===== src/rtl/special_merge.sv =====
// special_merge: packs the ifmap stream and the three filter-row streams
// onto one shared PE input channel through a single output register.
// Filter rows travel as atomic row1/row2/row3 groups; ifmap beats and
// filter groups take turns when both are waiting.
//
// Handshake: every channel is valid/ready. A producer holds valid and data
// stable until the cycle valid & ready is high, which is the transfer. The
// input readies here are combinational in the input valids, the FSM state
// and out_ready. All readies are low while rst is high.
module special_merge #(
   parameter int FILTER_WIDTH = 8,
   parameter int IFMAP_WIDTH  = 9
) (
   input  logic                      clk,
   input  logic                      rst,
   input  logic [IFMAP_WIDTH-1:0]    ifmap_data,
   input  logic                      ifmap_valid,
   output logic                      ifmap_ready,
   input  logic [3*FILTER_WIDTH-1:0] row1_data,
   input  logic                      row1_valid,
   output logic                      row1_ready,
   input  logic [3*FILTER_WIDTH-1:0] row2_data,
   input  logic                      row2_valid,
   output logic                      row2_ready,
   input  logic [3*FILTER_WIDTH-1:0] row3_data,
   input  logic                      row3_valid,
   output logic                      row3_ready,
   output logic [3*FILTER_WIDTH-1:0] out_data,
   output logic                      out_ifmapb_filter,
   output logic [1:0]                out_filter_row,
   output logic                      out_valid,
   input  logic                      out_ready,
   output logic [1:0]                dbg_state
);

   localparam int DW = 3 * FILTER_WIDTH;

   localparam logic [1:0] IDLE = 2'd0;
   localparam logic [1:0] ROW2 = 2'd1;
   localparam logic [1:0] ROW3 = 2'd2;

   // prio_q = 1 means the filter side was granted last, so ifmap wins a tie.
   logic [1:0]    state_q, state_d;
   logic          prio_q, prio_d;
   logic          out_valid_q, out_valid_d;
   logic [DW-1:0] out_data_q, out_data_d;
   logic          out_ifmapb_filter_q, out_ifmapb_filter_d;
   logic [1:0]    out_filter_row_q, out_filter_row_d;

   logic can_load;
   logic grant_ifmap, grant_row1, grant_row2, grant_row3;

   // Arbitration: at most one grant per cycle, only when the output slot frees up.
   always_comb begin
      can_load    = !out_valid_q || out_ready;
      grant_ifmap = 1'b0;
      grant_row1  = 1'b0;
      grant_row2  = 1'b0;
      grant_row3  = 1'b0;
      if (!rst && can_load) begin
         case (state_q)
            IDLE: begin
               if (ifmap_valid && (!row1_valid || prio_q)) begin
                  grant_ifmap = 1'b1;
               end else if (row1_valid) begin
                  grant_row1 = 1'b1;
               end
            end
            ROW2:    grant_row2 = row2_valid;
            ROW3:    grant_row3 = row3_valid;
            default: ;
         endcase
      end
   end

   assign ifmap_ready = grant_ifmap;
   assign row1_ready  = grant_row1;
   assign row2_ready  = grant_row2;
   assign row3_ready  = grant_row3;

   // Next state: advance the group FSM and load the output register on a grant.
   always_comb begin
      state_d             = state_q;
      prio_d              = prio_q;
      out_valid_d         = out_valid_q && !out_ready;
      out_data_d          = out_data_q;
      out_ifmapb_filter_d = out_ifmapb_filter_q;
      out_filter_row_d    = out_filter_row_q;
      if (state_q == 2'd3) begin
         state_d = IDLE;
      end
      if (grant_ifmap) begin
         out_valid_d                    = 1'b1;
         out_data_d                     = '0;
         out_data_d[IFMAP_WIDTH-1:0]    = ifmap_data;
         out_ifmapb_filter_d            = 1'b0;
         out_filter_row_d               = 2'b00;
         prio_d                         = 1'b0;
      end else if (grant_row1) begin
         out_valid_d         = 1'b1;
         out_data_d          = row1_data;
         out_ifmapb_filter_d = 1'b1;
         out_filter_row_d    = 2'b00;
         prio_d              = 1'b1;
         state_d             = ROW2;
      end else if (grant_row2) begin
         out_valid_d         = 1'b1;
         out_data_d          = row2_data;
         out_ifmapb_filter_d = 1'b1;
         out_filter_row_d    = 2'b01;
         state_d             = ROW3;
      end else if (grant_row3) begin
         out_valid_d         = 1'b1;
         out_data_d          = row3_data;
         out_ifmapb_filter_d = 1'b1;
         out_filter_row_d    = 2'b10;
         state_d             = IDLE;
      end
   end

   // State and output registers; reset abandons any partial filter group.
   always_ff @(posedge clk or posedge rst) begin
      if (rst) begin
         state_q             <= IDLE;
         prio_q              <= 1'b1;
         out_valid_q         <= 1'b0;
         out_data_q          <= '0;
         out_ifmapb_filter_q <= 1'b0;
         out_filter_row_q    <= 2'b00;
      end else begin
         state_q             <= state_d;
         prio_q              <= prio_d;
         out_valid_q         <= out_valid_d;
         out_data_q          <= out_data_d;
         out_ifmapb_filter_q <= out_ifmapb_filter_d;
         out_filter_row_q    <= out_filter_row_d;
      end
   end

   assign out_valid         = out_valid_q;
   assign out_data          = out_data_q;
   assign out_ifmapb_filter = out_ifmapb_filter_q;
   assign out_filter_row    = out_filter_row_q;
   assign dbg_state         = state_q;

endmodule


===== config.mk =====
export PLATFORM = sky130hd
export DESIGN_NAME = special_merge
export DESIGN_NICKNAME = d
export VERILOG_FILES = /design/src/rtl/special_merge.sv
export SDC_FILE = /design/constraint.sdc
export NUM_CORES = 1
export LEC_CHECK = 0
export ABC_AREA = 1
export CAP_MARGIN = 20
export CORE_ASPECT_RATIO = 0.8
export CORE_UTILIZATION = 39
export CTS_BUF_LIST = sky130_fd_sc_hd__clkbuf_8 sky130_fd_sc_hd__clkbuf_16
export DETAILED_ROUTE_END_ITERATION = 7
export GPL_ROUTABILITY_DRIVEN = 0
export MAX_ROUTING_LAYER = met4
export PLACE_DENSITY = 0.82
export SLEW_MARGIN = 40
export SYNTH_ARGS = -nofsm -noshare
export SYNTH_HDL_FRONTEND = slang
export SYNTH_SLANG_ARGS = --single-unit

===== constraint.sdc =====
create_clock -name clk -period 3 [get_ports clk]
set_clock_uncertainty 0.05 [all_clocks]
set_input_delay 0.6 -clock clk [delete_from_list [all_inputs] [get_ports clk]]
set_output_delay 0.6 -clock clk [all_outputs]
set_load 0.01 [all_outputs]

== Word-level counts from Yosys, hierarchy flattened ==
Index checks and enable logic that the tools add are counted.
Word-level totals
  bits of input ports: 88
  output and inout port bits: 34
  flip-flop bits (word level): 31
Cells by class
  reduce and logical (&&, ||, !) cells: 12
  multiplexer cells: 34
  eq/ne operators: 3
Operators by type and width (number)
  24-bit 2-to-1 mux: 4
  1-bit 2-to-1 mux: 21
  2-bit 2-to-1 mux: 9
  2-bit equality test, second input constant: 2
  1-bit logical NOT: 4
  4-bit nonzero test: 1
  1-bit logical AND: 3
  2-bit by 1-bit equality test with 1-bit output, second input constant: 1
  2-bit logical NOT: 1
  1-bit logical OR: 2
  2-bit nonzero test: 1

== Logic depth before layout (Yosys ltp) ==
Gate-level depths: netlist (run 1).
  word-level depth: 8
  mapped depth: 11
  depth with buffers taken out: 10

== Worst setup path after synthesis (run 1) ==
OpenSTA, ideal clock, no wires.
  path type: input-to-output
  start: input rst
  end: output ifmap_ready
  setup slack: 0.266 ns
  arrival: 2.084 ns
  buffers on the path: 1
  stages: 6
  cells stage by stage: inv_1 > nand2_4 > inv_1 > nand2_1 > nor2_2 > buf_4
On the way
  cells in the longest elaborated chain, start to end: 3
RTL lines
  start, declared: RTL line 15  | input logic rst,
  1-bit logical NOT (no line)
  1-bit logical AND: RTL line 60  | if (!rst && can_load) begin
  1-bit 2-to-1 mux: RTL line 60
  end, declared: RTL line 18  | output logic ifmap_ready,
Every way passes these cells.

== Worst setup path in the final report (run 1) ==
  start: input out_ready
  end: output row1_ready
On the way
  cells in the longest elaborated chain, start to end: 3
RTL lines
  start, declared: RTL line 32  | input logic out_ready,
  1-bit logical OR: RTL line 55  | can_load = !out_valid_q || out_ready;
  1-bit logical AND: RTL line 60
  1-bit 2-to-1 mux: RTL line 60
  end, declared: RTL line 21  | output logic row1_ready,
Every way passes these cells.

==> results of run 1 <==
## layout make-up
type                    count  area share
clock buffers               5      0.0197
clock inverters             3     0.00466
inverters                  48      0.0530
multi-input cells         239       0.316
flip-flops and latches     31       0.223
well taps                  62      0.0222
repair buffers            128       0.362
## report_power, final
part	switching, uW	internal [uW]
Sequential	133	626
Clock	153	158
Combinational	681	677
## logic make-up (layout without fill, tap and decap cells)
logic type	count (synthesis)	count (layout)	synth area share
buffers and inverters	60	184	0.128
and+or+nand+nor	223	223	0.455
DFF	31	31	0.361
AOI/OAI and AO/OA	16	16	0.0569
## worst paths after layout
kind | depth (start not counted) | startpoint | endpoint
max in group asynchronous | 3 | rst | prio_q$_DFFE_PP1P_
min | 2 | out_data[21]$_DFFE_PP0P_ | out_data[21]$_DFFE_PP0P_
min reg2reg | 2 | out_data[21]$_DFFE_PP0P_ | out_data[21]$_DFFE_PP0P_
min in group asynchronous | 3 | rst | out_data[9]$_DFFE_PP0P_
max | 8 | out_ready | row1_ready
max reg2reg | 10 | dbg_state[1]$_DFF_PP0_ | out_data[18]$_DFFE_PP0P_
## cell usage in the layout (no fill, tap or decap), drive strengths merged
cell type,instances
a21boi,1
buf,7
clkbuf,5
clkdlybuf4s50,121
clkinv,1
clkinvlp,1
dfrtp,30
dfstp,1
inv,49
nand2,189
nand3,25
nor2,8
o21ai,5
o21bai,9
o31ai,1
or2,1
## cell usage after synthesis
cell type  instances  area, um^2
nor2_8             2        40.0
dfrtp_1           30         751
clkbuf_1           1        3.75
buf_1              1        3.75
a21boi_2           1        11.3
nand3_1           24         120
o31ai_1            1        7.51
nand3_4            1        17.5
nor2_4             1        11.3
nor2_1             3        11.3
nand2_8            1        20.0
inv_6              1        8.76
dfstp_2            1        26.3
o21ai_4            1        16.3
nand2_4            1        11.3
buf_12             1        20.0
buf_4              2        15.0
buf_2              5        25.0
nor2_2             2        12.5
nand2_2           10        62.6
inv_2              2        7.51
nand2_1          177         664
inv_1             45         169
buf_6              2        22.5
o21ai_0            4        20.0
or2_4              1        8.76
o21bai_1           9        67.6
## flip-flops by register name, summed over array words and instances (netlist names)
signal	flops
out_ifmapb_filter	1
prio_q	1
out_data	24
out_filter_row	2
out_valid	1
dbg_state	2
## critical path, stage by stage
cell and delay, ps:
clkdlybuf4s50_1 460, inv_1 40, nand2_1 130, nand2_4 170, nor2_4 160, nand2_2 80, inv_2 60, clkdlybuf4s50_1 530
## per-layer routing
metal	vias up	routed length, um	GRT usage
met1	1055	3020	0.313
met3	7	533	0.0663
li1	1225	-	-
met2	103	2900	0.397
met5	-	0	-
met4	0	53	0.0636
## through the flow
step,utilization,power (uW),worst slack (ps)
floorplan,-,1490,266
global placement,0.661,2090,169
detailed placement,0.661,2130,149
CTS,0.678,2450,137
global route,0.678,2610,49.4
finish,0.678,2430,129
==> reports/results.md, run 1 <==
| Metric | Value | Unit |
| --- | --- | --- |
| Number of placed I/O pins | 122 | - |
| GRT Residual Overflow | 0 | - |
| Number of global-route vias before repair | 2331 | - |
| Number of buffers created by CTS | 5 | - |
| Fill cells | 446 | - |
| Fraction of the yosys area taken by sequential cells | 0.361 | - |
| Number of setup violations in the final report | 0 | - |
| Hold violation count in the final report | 0 | - |
| Number of standard-cell rows in the floorplan | 23 | - |
| Proportion of layout cells with a drive suffix above 1 | 0.0859 | - |
| CTS Root Buffer Type | clkbuf_8 | - |
| Power density cells | 695 | nW/um^2 |
| Netlist area before placement | 2150 | um^2 |
| Setup slack, reg-to-reg | 1060 | ps |
| Buffers added on ports | 121 | - |
| Number of pins with negative max-slew slack in the final report | 0 | - |
| Area of the placeable core | 5150 | um^2 |
| Setup repair after global routing missed its margin | no | - |
| Highest attainable clock frequency | 0.348 | GHz |
| Synth-to-Final Area Change | 62.0 | % |
| Endpoint kind of the worst setup timing path | primary output | - |
| Flip-flop and latch count after synthesis | 31 | - |
| Instance area at placement | 3410 | um^2 |
| Final critical-path required period | 2870 | ps |
| Hold buffers post-CTS | 0 | - |
| Initial core utilization | 0.418 | - |
| Crit path required time | 2350 | ps |
| Wire length of the first global-routing pass | 10.7 | mm |
| Level count of the clock H-tree | 2 | - |
| Worst hold path type | register to register | - |
| Total detailed-routing wirelength | 6.51 | mm |
| Worst hold slack | 434 | ps |
| Critical path start-end classification | input pin to primary output | - |
| Area taken by flip-flops and latches | 777 | um^2 |
| Horizontal die dimension | 85.1 | um |
| Worst-skew pair later-pin latency | 280 | ps |
| Slew margin rel. | 0.721 | - |
| Initial antenna violation count | 0 | - |
| Number of nets with antenna violations after detailed routing | 0 | - |
| Final Cell Area | 3490 | um^2 |
| Transition at the pin with the smallest max-transition slack | 416 | ps |
| Number of setup buffers added after CTS | 0 | - |
| Antenna fix cells | 0 | - |
| Number of buffers between clock root and the deepest sink | 2 | - |
| 1st-pass router iterations | 4 | - |
| Routed length per placed instance | 12.6 | um |
| Cells after Synth | 330 | - |
| Synthesized netlist net count | 418 | - |
| Resized cells post-CTS | 0 | - |
| IR Drop Worst-Case VDD | 0.249 | mV |
| Total vias in the final route | 2390 | - |
| Die height | 68.5 | um |
| Area of the die | 5830 | um^2 |
| Detailed router's first-iteration violation count | 102 | - |
| Final-stage net count | 541 | - |
| Average size of a mapped cell | 6.53 | um^2 |
| Setup TNS | 0 | ps |
| HPWL after detailed placement | 4.88 | mm |
| Final period utilization | 0.957 | - |
| Maxcap violations | 0 | - |
| Total instance count after detailed placement | 508 | - |
| CTS clk-pin slew, worst paths | 60 | ps |
| Global-route usage over all layers | 0.247 | - |
| Via count normalized by instance count | 4.63 | - |
| Clock tree from TritonCTS | yes | - |
| Number of distinct library cell variants in the gate-level netlist after synthesis | 27 | - |
| Number of sinks on the clock net | 31 | - |
| Type of element launching the critical path | input pin | - |
| Final cell count without fillers | 516 | - |
| Result of the run | finished, final reports clean | - |
| Number of DRC violations after detailed routing | 0 | - |
| Signal arrival time at the worst endpoint | 2220 | ps |
| CP max FO | 14 | - |
| Largest net degree at the start of global routing | 32 | - |
| Cell leakage power | 0.00181 | uW |
| Yosys warning count | 0 | - |
| Area of combinational cells with multiple inputs | 1100 | um^2 |
Power figures use the tool's default switching activity.
==> run 2, diff against run 1 <==
--- a/config.mk
+++ b/config.mk
@@ -8,12 +8,12 @@
 export ABC_AREA = 1
 export CAP_MARGIN = 20
 export CORE_ASPECT_RATIO = 0.8
-export CORE_UTILIZATION = 39
+export CORE_UTILIZATION = 35
 export CTS_BUF_LIST = sky130_fd_sc_hd__clkbuf_8 sky130_fd_sc_hd__clkbuf_16
 export DETAILED_ROUTE_END_ITERATION = 7
 export GPL_ROUTABILITY_DRIVEN = 0
 export MAX_ROUTING_LAYER = met4
-export PLACE_DENSITY = 0.82
+export PLACE_DENSITY = 0.77
 export SLEW_MARGIN = 40
 export SYNTH_ARGS = -nofsm -noshare
 export SYNTH_HDL_FRONTEND = slang
==> constraint.sdc (replaced) <==
create_clock -name clk -period 2.6 [get_ports clk]
set_clock_uncertainty 0.05 [all_clocks]
set_input_delay 0.52 -clock clk [delete_from_list [all_inputs] [get_ports clk]]
set_output_delay 0.52 -clock clk [all_outputs]
set_load 0.01 [all_outputs]
==> reports/results.md, run 2 (synthesis results as in run 1) <==
| Metric | Value | Unit | Delta |
| --- | --- | --- | --- |
| Result of the run | finished, final reports clean | - |  |
| Critical path's top delay family | buffers and inverters | - |  |
| Transition at the pin with the smallest max-transition slack | 403 | ps | -12.9 ps |
| Number of flip-flops under the largest register name | 24 | - | unchanged |
| Setup TNS | 0 | ps | unchanged |
| Final-stage net count | 550 | - | +1.7% |
| Final critical-path required period | 2500 | ps |  |
| Number of pins with negative max-slew slack in the final report | 0 | - | unchanged |
| Number of buffers created by CTS | 5 | - | unchanged |
| Number of sinks on the clock net | 31 | - | unchanged |
| Maxcap violations | 0 | - | unchanged |
| Number of placed I/O pins | 122 | - | unchanged |
| Total vias in the final route | 2407 | - | +0.71% |
| Total buffers and inverters traversed by the critical path | 3 | - | -1 |
| Worst-skew pair later-pin latency | 280 | ps | about the same |
| Proportion of layout cells with a drive suffix above 1 | 0.106 | - | +0.0199 |
| Wire length of the first global-routing pass | 11.2 | mm | +4.4% |
| Die height | 72.2 | um | +5.4% |
| Buffers added on ports | 121 | - | unchanged |
| 1st-pass router iterations | 4 | - | unchanged |
| Cell repeated most along the worst path | clkdlybuf4s50_1 | - |  |
| Cells traversed along the worst timing path | clkdlybuf4s50_1, inv_1, nand2_2, nand2_4, nor2_2, clkdlybuf4s50_1 | - |  |
| CTS Root Buffer Type | clkbuf_8 | - |  |
| Pre-CTS setup slack | -51.6 | ps | -201 ps |
| Endpoint kind of the worst setup timing path | primary output | - |  |
| Number of nets with antenna violations after detailed routing | 0 | - | unchanged |
| Number of standard-cell rows in the floorplan | 25 | - | +8.7% |
| GRT Residual Overflow | 0 | - | unchanged |
| CP max FO | 6 | - | -8 |
| Level count of the clock H-tree | 2 | - | unchanged |
| Slew margin rel. | 0.730 | - | +0.00865 |
| Horizontal die dimension | 89.7 | um | +5.4% |
| Number of buffers between clock root and the deepest sink | 2 | - | unchanged |
| Final cell count without fillers | 544 | - | +5.4% |
| Synth-to-Final Area Change | 67.0 | % |  |
| Commonest non-fill, non-tap cells in the layout | nand2_1 (176), clkdlybuf4s50_1 (119), inv_1 (47) | - |  |
| Delay contributed by the slowest stage of the critical path | 550 | ps | +20 ps |
| Int Pwr | 1740 | uW | +19% |
| HPWL after detailed placement | 5.05 | mm | +3.6% |
| Combinational fraction of design power | 0.570 | - | +0.011 |
| Switching power | 1110 | uW | +15% |
| Slowest library cell on the worst path | clkdlybuf4s50_1 | - |  |
| Most common cell after layout, fill and taps aside | nand2_1 | - |  |
| Instance area at placement | 3510 | um^2 | +3.0% |
| Detailed router's first-iteration violation count | 53 | - | -48% |
| Via count normalized by instance count | 4.42 | - | -4.5% |
| Global-route usage over all layers | 0.222 | - | -0.0251 |
| Hold buffers post-CTS | 0 | - | unchanged |
| Number of setup violations in the final report | 0 | - | unchanged |
| Clock share of power | 0.123 | - | -0.005 |
| Fraction of power consumed by sequential logic | 0.307 | - | -0.005 |
| Worst hold path type | register to register | - |  |
| Top sig layer | met4 | - |  |
| Type of element launching the critical path | input pin | - |  |
| IR Drop Worst-Case VDD | 0.288 | mV | +16% |
| Antenna fix cells | 0 | - | unchanged |
| Routed length per placed instance | 11.9 | um | -5.7% |
| Initial core utilization | 0.364 | - | -0.0538 |
| CTS clk-pin slew, worst paths | 60 | ps | about the same |
| Met1 routed wirelength after detailed routing | 2.83 | mm | -6.3% |
| Crit path required time | 2030 | ps | -320 ps |
| Cell leakage power | 0.00188 | uW | +4.2% |
| Routed length on met3 | 453 | um | -15% |
| Final period utilization | 0.960 | - |  |
| Total instance count after detailed placement | 536 | - | +5.5% |
| Largest net degree at the start of global routing | 32 | - | unchanged |
| Length of routed met2 wiring | 3.14 | mm | +8.0% |
| Setup repair after global routing missed its margin | no | - |  |
| Number of DRC violations after detailed routing | 0 | - | unchanged |
| Hold violation count in the final report | 0 | - | unchanged |
| Initial antenna violation count | 0 | - | unchanged |
| Worst-case setup margin in the final layout | 103 | ps | -25.9 ps |
| Highest attainable clock frequency | 0.401 | GHz |  |
| Switching Share | 0.390 | - | -0.00817 |
| Number of global-route vias before repair | 2474 | - | +6.1% |
| Area of the die | 6480 | um^2 | +11% |
| Area of the placeable core | 5910 | um^2 | +15% |
| Clock tree from TritonCTS | yes | - |  |
| Total detailed-routing wirelength | 6.47 | mm | -0.58% |
| Critical path start-end classification | input pin to primary output | - |  |
| Power density cells | 795 | nW/um^2 | +14% |
| Final Cell Area | 3600 | um^2 | +3.0% |
| Signal arrival time at the worst endpoint | 1930 | ps | -290 ps |
## run 2: path summary, 6_finish.rpt
kind / slack (ps) / cells past startpoint / to / start
setup reg to reg: 840 / 9 / out_data[11]$_DFFE_PP0P_ / dbg_state[0]$_DFF_PP0_
min in group asynchronous: 730 / 3 / out_data[16]$_DFFE_PP0P_ / rst
setup / recovery: 100 / 6 / row3_ready / out_ready
max in group asynchronous: 1460 / 3 / prio_q$_DFFE_PP1P_ / rst
hold reg to reg: 440 / 2 / out_data[18]$_DFFE_PP0P_ / out_data[18]$_DFFE_PP0P_
hold / removal: 440 / 2 / out_data[18]$_DFFE_PP0P_ / out_data[18]$_DFFE_PP0P_
## run 2: power groups by stage
stage	clock (uW)	sequential (uW)	combinational [uW]
finish	351	878	1630
floorplan	0	965	752
CTS	361	880	1650
global route	382	911	1800
global placement	0	871	1620
detailed placement	0	877	1650
## run 2: tightest hold or removal path, cell delays in order (launching register included)
cell	delay [ps]
dfrtp_1	350
nand2_1	50
nand2_1	50
## run 2: what timing repair did
action / 4_1_cts / 5_1_grt
cloned: 0 / 0
resized for setup: 2 / 2
setup buffers: 0 / 0
hold endpoints to repair: 0 / 0
setup endpoints to repair: 2 / 2
## run 2: layout make-up
cell class	count	area, um^2
Timing Repair Buffer	137	1350
Fill cell	544	2310
Inverter	48	185
Tap cell	81	101
Clock inverter	3	12.5
Multi-Input combinational cell	239	1110
Clock buffer	5	68.8
Sequential cell	31	777
## run 2: layer usage
metal  GRT usage  vias to the layer above
met5           -                        -
met4      0.0546                        0
met3      0.0650                        9
met2       0.384                       88
met1       0.256                     1069
li1            -                     1241
## run 2: stage by stage
step                       util  hold WS, ps  total power [uW]
after floorplan               -          440              1720
after global placement    0.594          414              2490
after detailed placement  0.594          425              2530
after CTS                 0.608          445              2890
after global routing      0.608          466              3090
final                     0.608          441              2860
==> run 3, diff against run 2 <==
--- a/config.mk
+++ b/config.mk
@@ -8,12 +8,12 @@
 export ABC_AREA = 1
 export CAP_MARGIN = 20
 export CORE_ASPECT_RATIO = 0.8
-export CORE_UTILIZATION = 35
+export CORE_UTILIZATION = 39
 export CTS_BUF_LIST = sky130_fd_sc_hd__clkbuf_8 sky130_fd_sc_hd__clkbuf_16
 export DETAILED_ROUTE_END_ITERATION = 7
 export GPL_ROUTABILITY_DRIVEN = 0
 export MAX_ROUTING_LAYER = met4
-export PLACE_DENSITY = 0.77
+export PLACE_DENSITY = 0.82
 export SLEW_MARGIN = 40
 export SYNTH_ARGS = -nofsm -noshare
 export SYNTH_HDL_FRONTEND = slang
==> constraint.sdc (replaced) <==
create_clock -name clk -period 2.7 [get_ports clk]
set_clock_uncertainty 0.05 [all_clocks]
set_input_delay 0.54 -clock clk [delete_from_list [all_inputs] [get_ports clk]]
set_output_delay 0.54 -clock clk [all_outputs]
set_load 0.01 [all_outputs]
==> reports/results.md, run 3 (synthesis results as in run 1) <==
| Metric | Value | Unit | Delta |
| --- | --- | --- | --- |
| Crit path required time | 2110 | ps | +80 ps |
| Critical path start-end classification | input pin to primary output | - |  |
| Global-route met1 utilization | 0.301 | - | +0.0449 |
| Antenna fix cells | 0 | - | unchanged |
| Global routing's busiest layer | met2 | - |  |
| Total detailed-routing wirelength | 6.55 | mm | +1.2% |
| Setup repair after global routing missed its margin | no | - |  |
| Total instance count after detailed placement | 514 | - | -4.1% |
| Worst hold path type | register to register | - |  |
| Worst-case setup margin in the final layout | 82.2 | ps | -21.0 ps |
| Number of DRC violations after detailed routing | 0 | - | unchanged |
| Number of sinks on the clock net | 31 | - | unchanged |
| Final period utilization | 0.970 | - |  |
| Level count of the clock H-tree | 2 | - | unchanged |
| Power density cells | 773 | nW/um^2 | -2.8% |
| Area of combinational cells with multiple inputs | 1100 | um^2 | -0.23% |
| Final cell count without fillers | 521 | - | -4.2% |
| Fill cells | 445 | - | -18% |
| Cell leakage power | 0.00187 | uW | -0.75% |
| CP max FO | 6 | - | unchanged |
| Number of buffers between clock root and the deepest sink | 2 | - | unchanged |
| Number of placed I/O pins | 122 | - | unchanged |
| Worst-skew pair later-pin latency | 280 | ps | about the same |
| Number of setup buffers added after CTS | 0 | - | unchanged |
| Number of pins with negative max-slew slack in the final report | 0 | - | unchanged |
| Synth-to-Final Area Change | 65.2 | % |  |
| Critical path's top delay family | buffers and inverters | - |  |
| CTS Root Buffer Type | clkbuf_8 | - |  |
| Area of the die | 5830 | um^2 | -10% |
| Number of flip-flops under the largest register name | 24 | - | unchanged |
| Final-stage net count | 547 | - | -0.55% |
| Detailed router's first-iteration violation count | 111 | - | +110% |
| Setup TNS | 0 | ps | unchanged |
| GR met2 Demand/Resource | 0.440 | - | +0.0558 |
| Area of the placeable core | 5150 | um^2 | -13% |
| Cells traversed along the worst timing path | clkdlybuf4s50_1, inv_1, nand2_2, nand2_4, inv_1, nand2_1, nor2_2, clkdlybuf4s50_1 | - |  |
| Largest net degree at the start of global routing | 32 | - | unchanged |
| Initial antenna violation count | 0 | - | unchanged |
| Wire length of the first global-routing pass | 11.0 | mm | -1.4% |
| Clock tree from TritonCTS | yes | - |  |
| GRT Residual Overflow | 0 | - | unchanged |
| Number of standard-cell rows in the floorplan | 23 | - | -8.0% |
| Slowest library cell on the worst path | clkdlybuf4s50_1 | - |  |
| Transition at the pin with the smallest max-transition slack | 397 | ps | -6.28 ps |
| IR Drop Worst-Case VDD | 0.364 | mV | +26% |
| Instance area at placement | 3460 | um^2 | -1.3% |
| Global-route usage over all layers | 0.256 | - | +0.0336 |
| Number of buffers created by CTS | 5 | - | unchanged |
| Pre-CTS setup slack | 17.4 | ps | +69.0 ps |
| HPWL after detailed placement | 5.00 | mm | -0.99% |
| Type of element launching the critical path | input pin | - |  |
| Highest attainable clock frequency | 0.382 | GHz |  |
| Result of the run | finished, final reports clean | - |  |
| Initial core utilization | 0.418 | - | +0.0538 |
| Final Cell Area | 3560 | um^2 | -1.1% |
| CTS clk-pin slew, worst paths | 60 | ps | about the same |
| Most common cell after layout, fill and taps aside | nand2_1 | - |  |
| Post-layout power | 2750 | uW | -3.8% |
| Routed length per placed instance | 12.6 | um | +5.7% |
| Commonest non-fill, non-tap cells in the layout | nand2_1 (176), clkdlybuf4s50_1 (119), inv_1 (44) | - |  |
| Total vias in the final route | 2387 | - | -0.83% |
| Number of setup violations in the final report | 0 | - | unchanged |
| Via count normalized by instance count | 4.58 | - | +3.5% |
| Delay contributed by the slowest stage of the critical path | 550 | ps | about the same |
| Horizontal die dimension | 85.1 | um | -5.1% |
| Buffers added on ports | 121 | - | unchanged |
| Hold violation count in the final report | 0 | - | unchanged |
| Met3 demand-to-capacity share in global routing | 0.0663 | - | +0.00136 |
| Signal arrival time at the worst endpoint | 2030 | ps | +100 ps |
| Maxcap violations | 0 | - | unchanged |
| Slew margin rel. | 0.735 | - | +0.00521 |
| Endpoint kind of the worst setup timing path | primary output | - |  |
| Number of global-route vias before repair | 2376 | - | -4.0% |
| Final critical-path required period | 2620 | ps |  |
| Die height | 68.5 | um | -5.1% |
| 1st-pass router iterations | 4 | - | unchanged |
| Number of nets with antenna violations after detailed routing | 0 | - | unchanged |
| Total buffers and inverters traversed by the critical path | 4 | - | +1 |
| Area taken by flip-flops and latches | 777 | um^2 | unchanged |
| Proportion of layout cells with a drive suffix above 1 | 0.102 | - | -0.00344 |
-- run 3: cell count changes in the layout (fill, tap and decap cells not counted) --
cell            before  now
nor2_2               3    2
inv_2                2    3
nor2_1               2    3
inv_1               47   44
dlymetal6s2s_1       1    2
clkbuf_8             5    6
buf_4               15   12
dlygate4sd2_1        1    0
-- run 3: final timing paths --
path / start / slack, ps / end / cells after the start
min in group asynchronous: rst / 700 / out_data[19]$_DFFE_PP0P_ / 3
worst min register to register: out_data[19]$_DFFE_PP0P_ / 430 / out_data[19]$_DFFE_PP0P_ / 2
worst max-delay path: out_ready / 80 / ifmap_ready / 8
worst min-delay path: out_data[19]$_DFFE_PP0P_ / 430 / out_data[19]$_DFFE_PP0P_ / 2
worst max register to register: dbg_state[1]$_DFF_PP0_ / 880 / out_filter_row[1]$_DFFE_PP0P_ / 11
max in group asynchronous: rst / 1580 / prio_q$_DFFE_PP1P_ / 3
-- run 3: power by group --
group | switching (uW) | internal, uW
clock | 164 | 200
combinational | 760 | 791
sequential | 140 | 695
total | 1060 | 1690
-- run 3: what timing repair did --
item / 4_1_cts / 5_1_grt
hold buffers: 0 / 0
endpoints found under the setup margin: 0 / 3
hold endpoints to repair: 0 / 0
resized for setup: 0 / 4
-- run 3: per-layer routing --
metal	vias to the layer above	part of all wire
li1	1236	-
met1	1059	0.44
met2	81	0.47
met3	11	0.080
met4	0	0.014
met5	-	0
-- run 3: final cells by class --
cell class,count,share of cell area
clock inverter,1,0.00141
clock buffer,6,0.0232
sequential,31,0.218
tap,62,0.0218
inverter,48,0.0520
timing repair buffer,134,0.373
multi-input combinational,239,0.310
-- run 3: per-stage QoR --
step                      utilization  hold WS [ps]
after floorplan                     -           440
after global placement          0.672           412
after detailed placement        0.672           423
after CTS                       0.689           440
after global routing            0.691           463
final                           0.691           435
-- run 3: worst min-delay path: cells and delay by family, from the launching register on --
family           cells  cell delay (ps)
flip-flops           1              350
AND/OR/NAND/NOR      2              100
